## src/rtl/ir_fetch_sequencer_if.sv

```systemverilog
// rtl/ir_fetch_sequencer_if.sv - handshake bundle between the fetch sequencer and its datapath
//
// Purpose: groups the sequencer's control inputs and strobe outputs so the
// sequencer and the surrounding PC / memory / IR / execute logic connect
// through one port.
//
// Signals (direction seen from the sequencer, modport master):
//   start       in   begin or resume sequencing
//   stop        in   finish current instruction, then go idle
//   mem_ack     in   instruction memory data valid
//   ir_opcode   in   opcode bits from the IR output
//   exec_done   in   execute datapath finished
//   mem_rd      out  memory read request (level)
//   ir_write    out  IR load strobe
//   ir_read     out  IR output enable
//   pc_inc      out  PC increment strobe
//   exec_start  out  execute start pulse
//   busy        out  sequencing an instruction
//   halted      out  stopped on a HALT opcode
//   fault       out  memory fetch timed out
//   instr_count out  retired-instruction count
interface ir_fetch_sequencer_if #(
   parameter int OPCODE_W = 8,
   parameter int CNT_W    = 16
);
   logic                start;
   logic                stop;
   logic                mem_ack;
   logic [OPCODE_W-1:0] ir_opcode;
   logic                exec_done;
   logic                mem_rd;
   logic                ir_write;
   logic                ir_read;
   logic                pc_inc;
   logic                exec_start;
   logic                busy;
   logic                halted;
   logic                fault;
   logic [CNT_W-1:0]    instr_count;

   modport master (
      input  start, stop, mem_ack, ir_opcode, exec_done,
      output mem_rd, ir_write, ir_read, pc_inc, exec_start,
             busy, halted, fault, instr_count
   );

   modport slave (
      output start, stop, mem_ack, ir_opcode, exec_done,
      input  mem_rd, ir_write, ir_read, pc_inc, exec_start,
             busy, halted, fault, instr_count
   );
endinterface

```

## src/rtl/ir_fetch_sequencer.sv

```systemverilog
// rtl/ir_fetch_sequencer.sv - fetch / IR load / decode / execute control FSM
//
// Purpose: walks one instruction at a time through FETCH, IR_LOAD, DECODE
// and EXECUTE, counts retired instructions, parks in HALT on the halt opcode
// and in FAULT when memory never acknowledges a fetch.
//
// Ports:
//   clk   in   rising-edge clock
//   rst   in   asynchronous active-high reset
//   bus   ir_fetch_sequencer_if.master - control inputs and strobe outputs
module ir_fetch_sequencer #(
   parameter int                  OPCODE_W = 8,
   parameter logic [OPCODE_W-1:0] HALT_OP  = {OPCODE_W{1'b1}},
   parameter int                  TIMEOUT  = 16,
   parameter int                  CNT_W    = 16
) (
   input  logic                    clk,
   input  logic                    rst,
   ir_fetch_sequencer_if.master    bus
);

   localparam int TMO_W = (TIMEOUT > 1) ? $clog2(TIMEOUT) : 1;

   typedef enum logic [2:0] {
      S_IDLE    = 3'd0,
      S_FETCH   = 3'd1,
      S_IR_LOAD = 3'd2,
      S_DECODE  = 3'd3,
      S_EXECUTE = 3'd4,
      S_HALT    = 3'd5,
      S_FAULT   = 3'd6
   } state_t;

   state_t             state_q, state_d;
   logic [TMO_W-1:0]   tmo_q, tmo_d;
   logic [CNT_W-1:0]   cnt_q, cnt_d;
   logic               stop_pend_q, stop_pend_d;
   logic               done_early_q, done_early_d;

   logic               mem_rd_q;
   logic               ir_write_q;
   logic               ir_read_q;
   logic               pc_inc_q;
   logic               decode_q;
   logic               busy_q;
   logic               halted_q;
   logic               fault_q;

   logic               is_halt_op;
   logic               retire;

   assign is_halt_op = (bus.ir_opcode == HALT_OP);
   // exec_done may arrive while still in DECODE; it is remembered so the
   // first EXECUTE cycle retires the instruction.
   assign retire     = bus.exec_done | done_early_q;

   always_comb begin
      state_d      = state_q;
      tmo_d        = tmo_q;
      cnt_d        = cnt_q;
      stop_pend_d  = stop_pend_q;
      done_early_d = done_early_q;
      case (state_q)
         S_IDLE: begin
            stop_pend_d  = 1'b0;
            done_early_d = 1'b0;
            if (bus.start) begin
               state_d = S_FETCH;
               tmo_d   = '0;
            end
         end
         S_FETCH: begin
            if (bus.stop) stop_pend_d = 1'b1;
            // an acknowledge on the last allowed cycle still wins
            if (bus.mem_ack) begin
               state_d = S_IR_LOAD;
            end else if (tmo_q == TMO_W'(TIMEOUT - 1)) begin
               state_d = S_FAULT;
            end else begin
               tmo_d = tmo_q + TMO_W'(1);
            end
         end
         S_IR_LOAD: begin
            if (bus.stop) stop_pend_d = 1'b1;
            done_early_d = 1'b0;
            state_d      = S_DECODE;
         end
         S_DECODE: begin
            if (bus.stop) stop_pend_d = 1'b1;
            if (is_halt_op) begin
               state_d = S_HALT;
            end else begin
               done_early_d = bus.exec_done;
               state_d      = S_EXECUTE;
            end
         end
         S_EXECUTE: begin
            if (retire) begin
               cnt_d        = cnt_q + CNT_W'(1);
               done_early_d = 1'b0;
               if (bus.stop || stop_pend_q) begin
                  state_d     = S_IDLE;
                  stop_pend_d = 1'b0;
               end else begin
                  state_d = S_FETCH;
                  tmo_d   = '0;
               end
            end else if (bus.stop) begin
               stop_pend_d = 1'b1;
            end
         end
         S_HALT: begin
            if (bus.start) begin
               state_d = S_FETCH;
               tmo_d   = '0;
            end
         end
         S_FAULT: begin
            state_d = S_FAULT;
         end
         default: begin
            state_d     = S_IDLE;
            stop_pend_d = 1'b0;
         end
      endcase
   end

   // Outputs are registered from the next state, so each one is a clean
   // decode of the state held for the whole cycle.
   always_ff @(posedge clk or posedge rst) begin
      if (rst) begin
         state_q      <= S_IDLE;
         tmo_q        <= '0;
         cnt_q        <= '0;
         stop_pend_q  <= 1'b0;
         done_early_q <= 1'b0;
         mem_rd_q     <= 1'b0;
         ir_write_q   <= 1'b0;
         ir_read_q    <= 1'b0;
         pc_inc_q     <= 1'b0;
         decode_q     <= 1'b0;
         busy_q       <= 1'b0;
         halted_q     <= 1'b0;
         fault_q      <= 1'b0;
      end else begin
         state_q      <= state_d;
         tmo_q        <= tmo_d;
         cnt_q        <= cnt_d;
         stop_pend_q  <= stop_pend_d;
         done_early_q <= done_early_d;
         mem_rd_q     <= (state_d == S_FETCH);
         ir_write_q   <= (state_d == S_IR_LOAD);
         pc_inc_q     <= (state_d == S_IR_LOAD);
         ir_read_q    <= (state_d == S_DECODE) || (state_d == S_EXECUTE);
         decode_q     <= (state_d == S_DECODE);
         busy_q       <= (state_d == S_FETCH)  || (state_d == S_IR_LOAD) ||
                         (state_d == S_DECODE) || (state_d == S_EXECUTE);
         halted_q     <= (state_d == S_HALT);
         fault_q      <= (state_d == S_FAULT);
      end
   end

   assign bus.mem_rd      = mem_rd_q;
   assign bus.ir_write    = ir_write_q;
   assign bus.ir_read     = ir_read_q;
   assign bus.pc_inc      = pc_inc_q;
   // IR contents are stable through DECODE, so gating by opcode keeps the
   // pulse valid for the whole cycle and suppresses it for HALT.
   assign bus.exec_start  = decode_q & ~is_halt_op;
   assign bus.busy        = busy_q;
   assign bus.halted      = halted_q;
   assign bus.fault       = fault_q;
   assign bus.instr_count = cnt_q;

endmodule
```

## src/flat_wrapper.sv

```systemverilog
// flat-port wrapper written by rule: the top's interface ports become plain ports
module ir_fetch_sequencer_flat 
#(
   parameter int                  OPCODE_W = 8,
   parameter logic [OPCODE_W-1:0] HALT_OP  = {OPCODE_W{1'b1}},
   parameter int                  TIMEOUT  = 16,
   parameter int                  CNT_W    = 16
)
  (clk, rst, bus_start, bus_stop, bus_mem_ack, bus_ir_opcode, bus_exec_done, bus_mem_rd, bus_ir_write, bus_ir_read, bus_pc_inc, bus_exec_start, bus_busy, bus_halted, bus_fault, bus_instr_count);
  ir_fetch_sequencer_if #(.OPCODE_W(OPCODE_W), .CNT_W(CNT_W)) bus_i ();
  input  logic clk;
  input  logic rst;
  input wire logic [$bits(bus_i.start)-1:0] bus_start;
  input wire logic [$bits(bus_i.stop)-1:0] bus_stop;
  input wire logic [$bits(bus_i.mem_ack)-1:0] bus_mem_ack;
  input wire logic [$bits(bus_i.ir_opcode)-1:0] bus_ir_opcode;
  input wire logic [$bits(bus_i.exec_done)-1:0] bus_exec_done;
  output wire logic [$bits(bus_i.mem_rd)-1:0] bus_mem_rd;
  output wire logic [$bits(bus_i.ir_write)-1:0] bus_ir_write;
  output wire logic [$bits(bus_i.ir_read)-1:0] bus_ir_read;
  output wire logic [$bits(bus_i.pc_inc)-1:0] bus_pc_inc;
  output wire logic [$bits(bus_i.exec_start)-1:0] bus_exec_start;
  output wire logic [$bits(bus_i.busy)-1:0] bus_busy;
  output wire logic [$bits(bus_i.halted)-1:0] bus_halted;
  output wire logic [$bits(bus_i.fault)-1:0] bus_fault;
  output wire logic [$bits(bus_i.instr_count)-1:0] bus_instr_count;
  assign bus_i.start = bus_start;
  assign bus_i.stop = bus_stop;
  assign bus_i.mem_ack = bus_mem_ack;
  assign bus_i.ir_opcode = bus_ir_opcode;
  assign bus_i.exec_done = bus_exec_done;
  assign bus_mem_rd = bus_i.mem_rd;
  assign bus_ir_write = bus_i.ir_write;
  assign bus_ir_read = bus_i.ir_read;
  assign bus_pc_inc = bus_i.pc_inc;
  assign bus_exec_start = bus_i.exec_start;
  assign bus_busy = bus_i.busy;
  assign bus_halted = bus_i.halted;
  assign bus_fault = bus_i.fault;
  assign bus_instr_count = bus_i.instr_count;
  ir_fetch_sequencer #(.OPCODE_W(OPCODE_W), .HALT_OP(HALT_OP), .TIMEOUT(TIMEOUT), .CNT_W(CNT_W)) u_core (.clk(clk), .rst(rst), .bus(bus_i));
endmodule
```

## config.mk

```make
export PLATFORM = sky130hd
export DESIGN_NAME = ir_fetch_sequencer_flat
export DESIGN_NICKNAME = d
export VERILOG_FILES = /design/src/rtl/ir_fetch_sequencer_if.sv /design/src/rtl/ir_fetch_sequencer.sv /design/src/flat_wrapper.sv
export SDC_FILE = /design/constraint.sdc
export NUM_CORES = 1
export LEC_CHECK = 0
export ABC_AREA = 1
export BUFFER_PORTS_ARGS = -buffer_cell sky130_fd_sc_hd__buf_2
export CORE_MARGIN = 2
export CORE_UTILIZATION = 35
export DETAILED_ROUTE_END_ITERATION = 8
export PLACE_DENSITY = 0.65
export RECOVER_POWER = 100
export SYNTH_ARGS = -nofsm -noshare
export SYNTH_HDL_FRONTEND = slang
export SYNTH_SLANG_ARGS = --single-unit
```

## constraint.sdc

```tcl
create_clock -name clk -period 1.9 [get_ports clk]
set_clock_uncertainty 0.15 [all_clocks]
set_input_delay 0.38 -clock clk [delete_from_list [all_inputs] [get_ports clk]]
set_output_delay 0.38 -clock clk [all_outputs]
set_load 0.03 [all_outputs]
```

; ---- After elaboration in Yosys (flattened, before gate mapping)
; Cells that the tools add are included.
[op_classes]
eq_ne = 21
mux = 20
n_bitwise = 4
addsub = 2
reduce_logical = 16
[ops]
columns = op, n
row1 = two-way mux 4 bit, 5
row2 = equality test 3 bit (second input constant), 6
row3 = one-hot mux 3 bit (6 select lines), 1
row4 = adder 16 x 1 -> 16 bit (second input constant), 1
row5 = equality test 3 x 2 -> 1 bit (second input constant), 4
row6 = two-way mux 3 bit, 4
row7 = one-hot mux 4 bit (3 select lines), 1
row8 = equality test 8 bit (second input constant), 1
row9 = != test 2 bit (second input constant), 4
row10 = two-way mux 1 bit, 7
row11 = equality test 3 x 1 -> 1 bit (second input constant), 2
row12 = one-hot mux 1 bit (3 select lines), 2
row13 = AND reduction 6 bit, 1
row14 = nonzero test 3 bit, 2
row15 = OR reduction 2 bit, 3
row16 = logical OR 1 bit, 5
row17 = adder 4 x 1 -> 4 bit (second input constant), 1
row18 = equality test 4 bit (second input constant), 1
row19 = != test 2 x 1 -> 1 bit (second input constant), 2
row20 = AND reduction 2 bit, 2
row21 = zero test 3 bit, 1
row22 = != test 3 bit (second input constant), 1
row23 = AND reduction 3 bit, 1
row24 = OR reduction 3 bit, 1
row25 = 3 further kinds, 4
[totals]
inputBits = 14
reg_bits = 32

; ---- Logic depth before layout (Yosys ltp)
[depth]
word_depth = 8
mapped_depth = 10
depth_no_buf = 10

; ---- Worst setup path after synthesis
; No wires, ideal clock.
[synth_timing]
path_kind = in2out
from = in bus_ir_opcode[7]
to = out bus_exec_start
required_time_ns = 1.370
arrival_ns = 1.191
cell_stages = 3
path_slack_ns = 0.179
n_path_buf = 0
cell_sequence = nand2_1 nor2_1 a21boi_0
[synth_via]
elab_chain_cells = 3
[synth_lines]
columns = element, line
row1 = start: declaration, flat_wrapper.sv:16  ; input wire logic [$bits(bus_i.ir_opcode)-1:0] bus_ir_opcode;
row2 = equality test 8 bit, ir_fetch_sequencer.sv:52  ; assign is_halt_op = (bus.ir_opcode == HALT_OP);
row3 = NOT 1 bit, ir_fetch_sequencer.sv:169  ; assign bus.exec_start = decode_q & ~is_halt_op;
row4 = bitwise AND 1 bit, ir_fetch_sequencer.sv:169
row5 = end: declaration, flat_wrapper.sv:22  ; output wire logic [$bits(bus_i.exec_start)-1:0] bus_exec_start;
; Every way passes these cells.

; ---- Final worst setup path
[layout_timing]
from = reg u_core.state_q[2]
to = reg u_core.cnt_q[5], in the netlist u_core.bus.instr_count[5]
[layout_via]
elab_chain_cells = 2
[layout_lines]
columns = element, line
row1 = start: declaration, ir_fetch_sequencer.sv:34  ; state_t state_q, state_d;
row2 = start signal: assignment, ir_fetch_sequencer.sv:146  ; state_q <= state_d;
row3 = equality test 3 bit, ir_fetch_sequencer.sv:63  ; case (state_q)
row4 = AND reduction 2 bit (no source line), --
row5 = end signal: assignment, ir_fetch_sequencer.sv:148  ; cnt_q <= cnt_d;
row6 = end: declaration, ir_fetch_sequencer.sv:36  ; logic [CNT_W-1:0] cnt_q, cnt_d;
; Every way passes these cells.
; A chain may end at the register's enable or synchronous reset.

==> results_dict.tcl <==
set metrics [dict create \
    htree_levels 2 \
    cp.arrival_ns 1.73 \
    drcViolationCount 0 \
    initial_utilization_pct 36.2 \
    viasPerCell 4.58 \
    final_cell_count_no_fill 343 \
    fp.dieArea_um2 5890 \
    synth_top_area_cell "dfrtp_1" \
    synthCells 230 \
    min_period_over_period_pct 90.4 \
    fp.dieH_um 76.7 \
    place.gp.congestion 0.845 \
    r2r_setup_slack_ns 0.18 \
    ys_top_cells_by_area "dfrtp_1 43%, nand2_1 15%, inv_1 4.7%, nor2_1 4.7%, nand3_1 4.1%" \
    fmax_mhz 582 \
    port_buffers 37 \
    hp-class "primary input to asynchronous set/reset pin" \
    antenna_cells 0 \
    largest_register_ffs 16 \
    rsz0062_at_grt "false" \
    worstMarginPinSlew_ns 0.817 \
    ctsRootBufferMaster "clkbuf_8" \
    cp_slowest_cell "dfrtp_1" \
    cp.required_ns 1.92 \
    drive_gt1_share_pct 13.2 \
    power_density_nw_per_um2 1180 \
    synth_edf_count 0 \
    crit_fanout 9 \
    dr.pass1.iters 4 \
    cts_buffer_depth 2 \
    seq_area_frac_synth_pct 43.3 \
    numCtsBuffers 5 \
    max_cap_violations 0 \
    synth.most_common_cell "nand2_1" \
    finalPower_mw 2.48 \
    rr_startpoint "u_core.state_q[2]" \
    dp_cells 335 \
    grt_usage_pct 13.4 \
    synth-async-reset-ratio_pct 100 \
    holdWs_ns 0.181 \
    ys_warn_count 0 \
    tns_ns 0 \
    clock_sinks 32 \
    ios 38 \
    fillCellCount 559 \
    syn_nets 246 \
    grt_max_degree 33 \
    cts_tree "yes" \
    fp.dieW_um 76.7 \
    critical_path.startpoint "u_core.state_q[2]" \
    postCtsSetupBuffers 0 \
    cp-end-kind "register" \
    syn_to_final_growth_pct 13.2 \
    cts_hold_buf 0 \
    ys_ff_latch 32 \
    cts.repair.resized 0 \
    status "completed" \
    power.leakage_nw 1.04 \
    utilization_pct 41.0 \
    fin_nets 288 \
    synth_cell_type_count 27 \
    slew_headroom_pct 45.5 \
    ant_nets 0 \
    grt_overflow 0 \
    finalHoldViolCount 0 \
    wl_um 3770 \
    synth_common_cells "72 x nand2_1, 32 x dfrtp_1, 23 x inv_1, 23 x nor2_1, 15 x nand3_1" \
    period_needed_ns 1.72 \
    slowest_delay_ns 0.54 \
    grt_pass1_vias 1461 \
    syn_avg_cell_area_um2 8.05 \
    dpl.hpwl_um 2840 \
    synth_top_area_share_pct 43.3 \
    vdd_drop_max_v 0.000503 \
    finalSetupViolCount 0 \
    antenna_found_initial 0 \
    grt_pass1_wl_um 6420 \
    coreArea_um2 5110 \
    drt_first_iter_violations 59 \
    rows 26 \
    clk_pin_slew_ns 0.07 \
    wl_per_cell_um 11.0 \
    clock_latency_ns 0.28 \
    critical_path_class "register to register" \
    via_count 1571 \
    synth-main-ff-cell "dfrtp_1" \
    syn-cell-area_um2 1850 \
    slew_viol_final 0 \
    path_cells "inv_1 > nor2_2 > nand2_1 > nor2_1 > nand3_1 > xor2_1" \
    start_kind "register" \
]
[routing by layer]
metal	part of all wire (%)	up-vias	track usage [%]
met3	3.9	6	2.82
met4	2.1	0	6.91
met5	0	-	0
met1	48	729	16.7
li1	-	803	-
met2	46	33	22.0
[worst max-delay path: cells and delay by family, from the launching register on]
kind / cells / cell delay (ns)
simple gates: 4 / 0.64
flops: 1 / 0.54
xor+xnor: 1 / 0.15
buf+inv: 1 / 0.13
[cell type report]
class                      instances  area [um2]  area share [%]
sequential                        32         801            38.2
tap                               70        87.6            4.18
inverter                          25        93.8            4.48
clock buffer                       8        90.1            4.30
multi-input combinational        169         855            40.8
timing repair buffer              39         168            8.00
[cell usage in the layout (no fill, tap or decap), drive strengths merged]
cell	instances
a21boi	1
a21oi	3
a31oi	1
and2	2
buf	14
clkbuf	33
dfrtp	32
ha	2
inv	25
nand2	79
nand3	19
nand3b	3
nand4	5
nor2	33
nor3	4
o21ai	5
xnor2	7
xor2	5
[stage by stage]
stage	setup WS (ns)	area, um2
floorplan	0.179	1850
global placement	0.253	2100
detailed placement	0.229	2100
CTS	0.205	2190
global route	0.0161	2090
finish	0.183	2090
[kinds of logic (layout without fill, tap and decap cells)]
logic type                 after synthesis  after routing  share of synthesized area, %
and+or+nand+nor                        145            145                          39.1
buffers and inverters                   29             72                          7.23
AOI/OAI and AO/OA                       10             10                          3.31
DFF                                     32             32                          43.3
adders and majority gates                2              2                          1.35
xor gates and xnor gates                12             12                          5.68
[final timing paths]
path                                                   to  cells past startpoint
worst max-delay path            u_core.bus.instr_count[5]                      6
worst min-delay path            u_core.bus.instr_count[0]                      3
worst max register to register  u_core.bus.instr_count[5]                      6
worst min register to register            u_core.tmo_q[1]                      2
max in group asynchronous       u_core.bus.instr_count[9]                      3
min in group clk                      u_core.bus.ir_write                      3
[power breakdown]
part | total [mW] | internal [mW] | leakage [nW] | switching, mW
clock | 0.535 | 0.295 | 0.0455 | 0.240
combinational | 0.945 | 0.278 | 0.568 | 0.666
sequential | 1.00 | 0.840 | 0.423 | 0.160
Power figures use the tool's default switching activity.
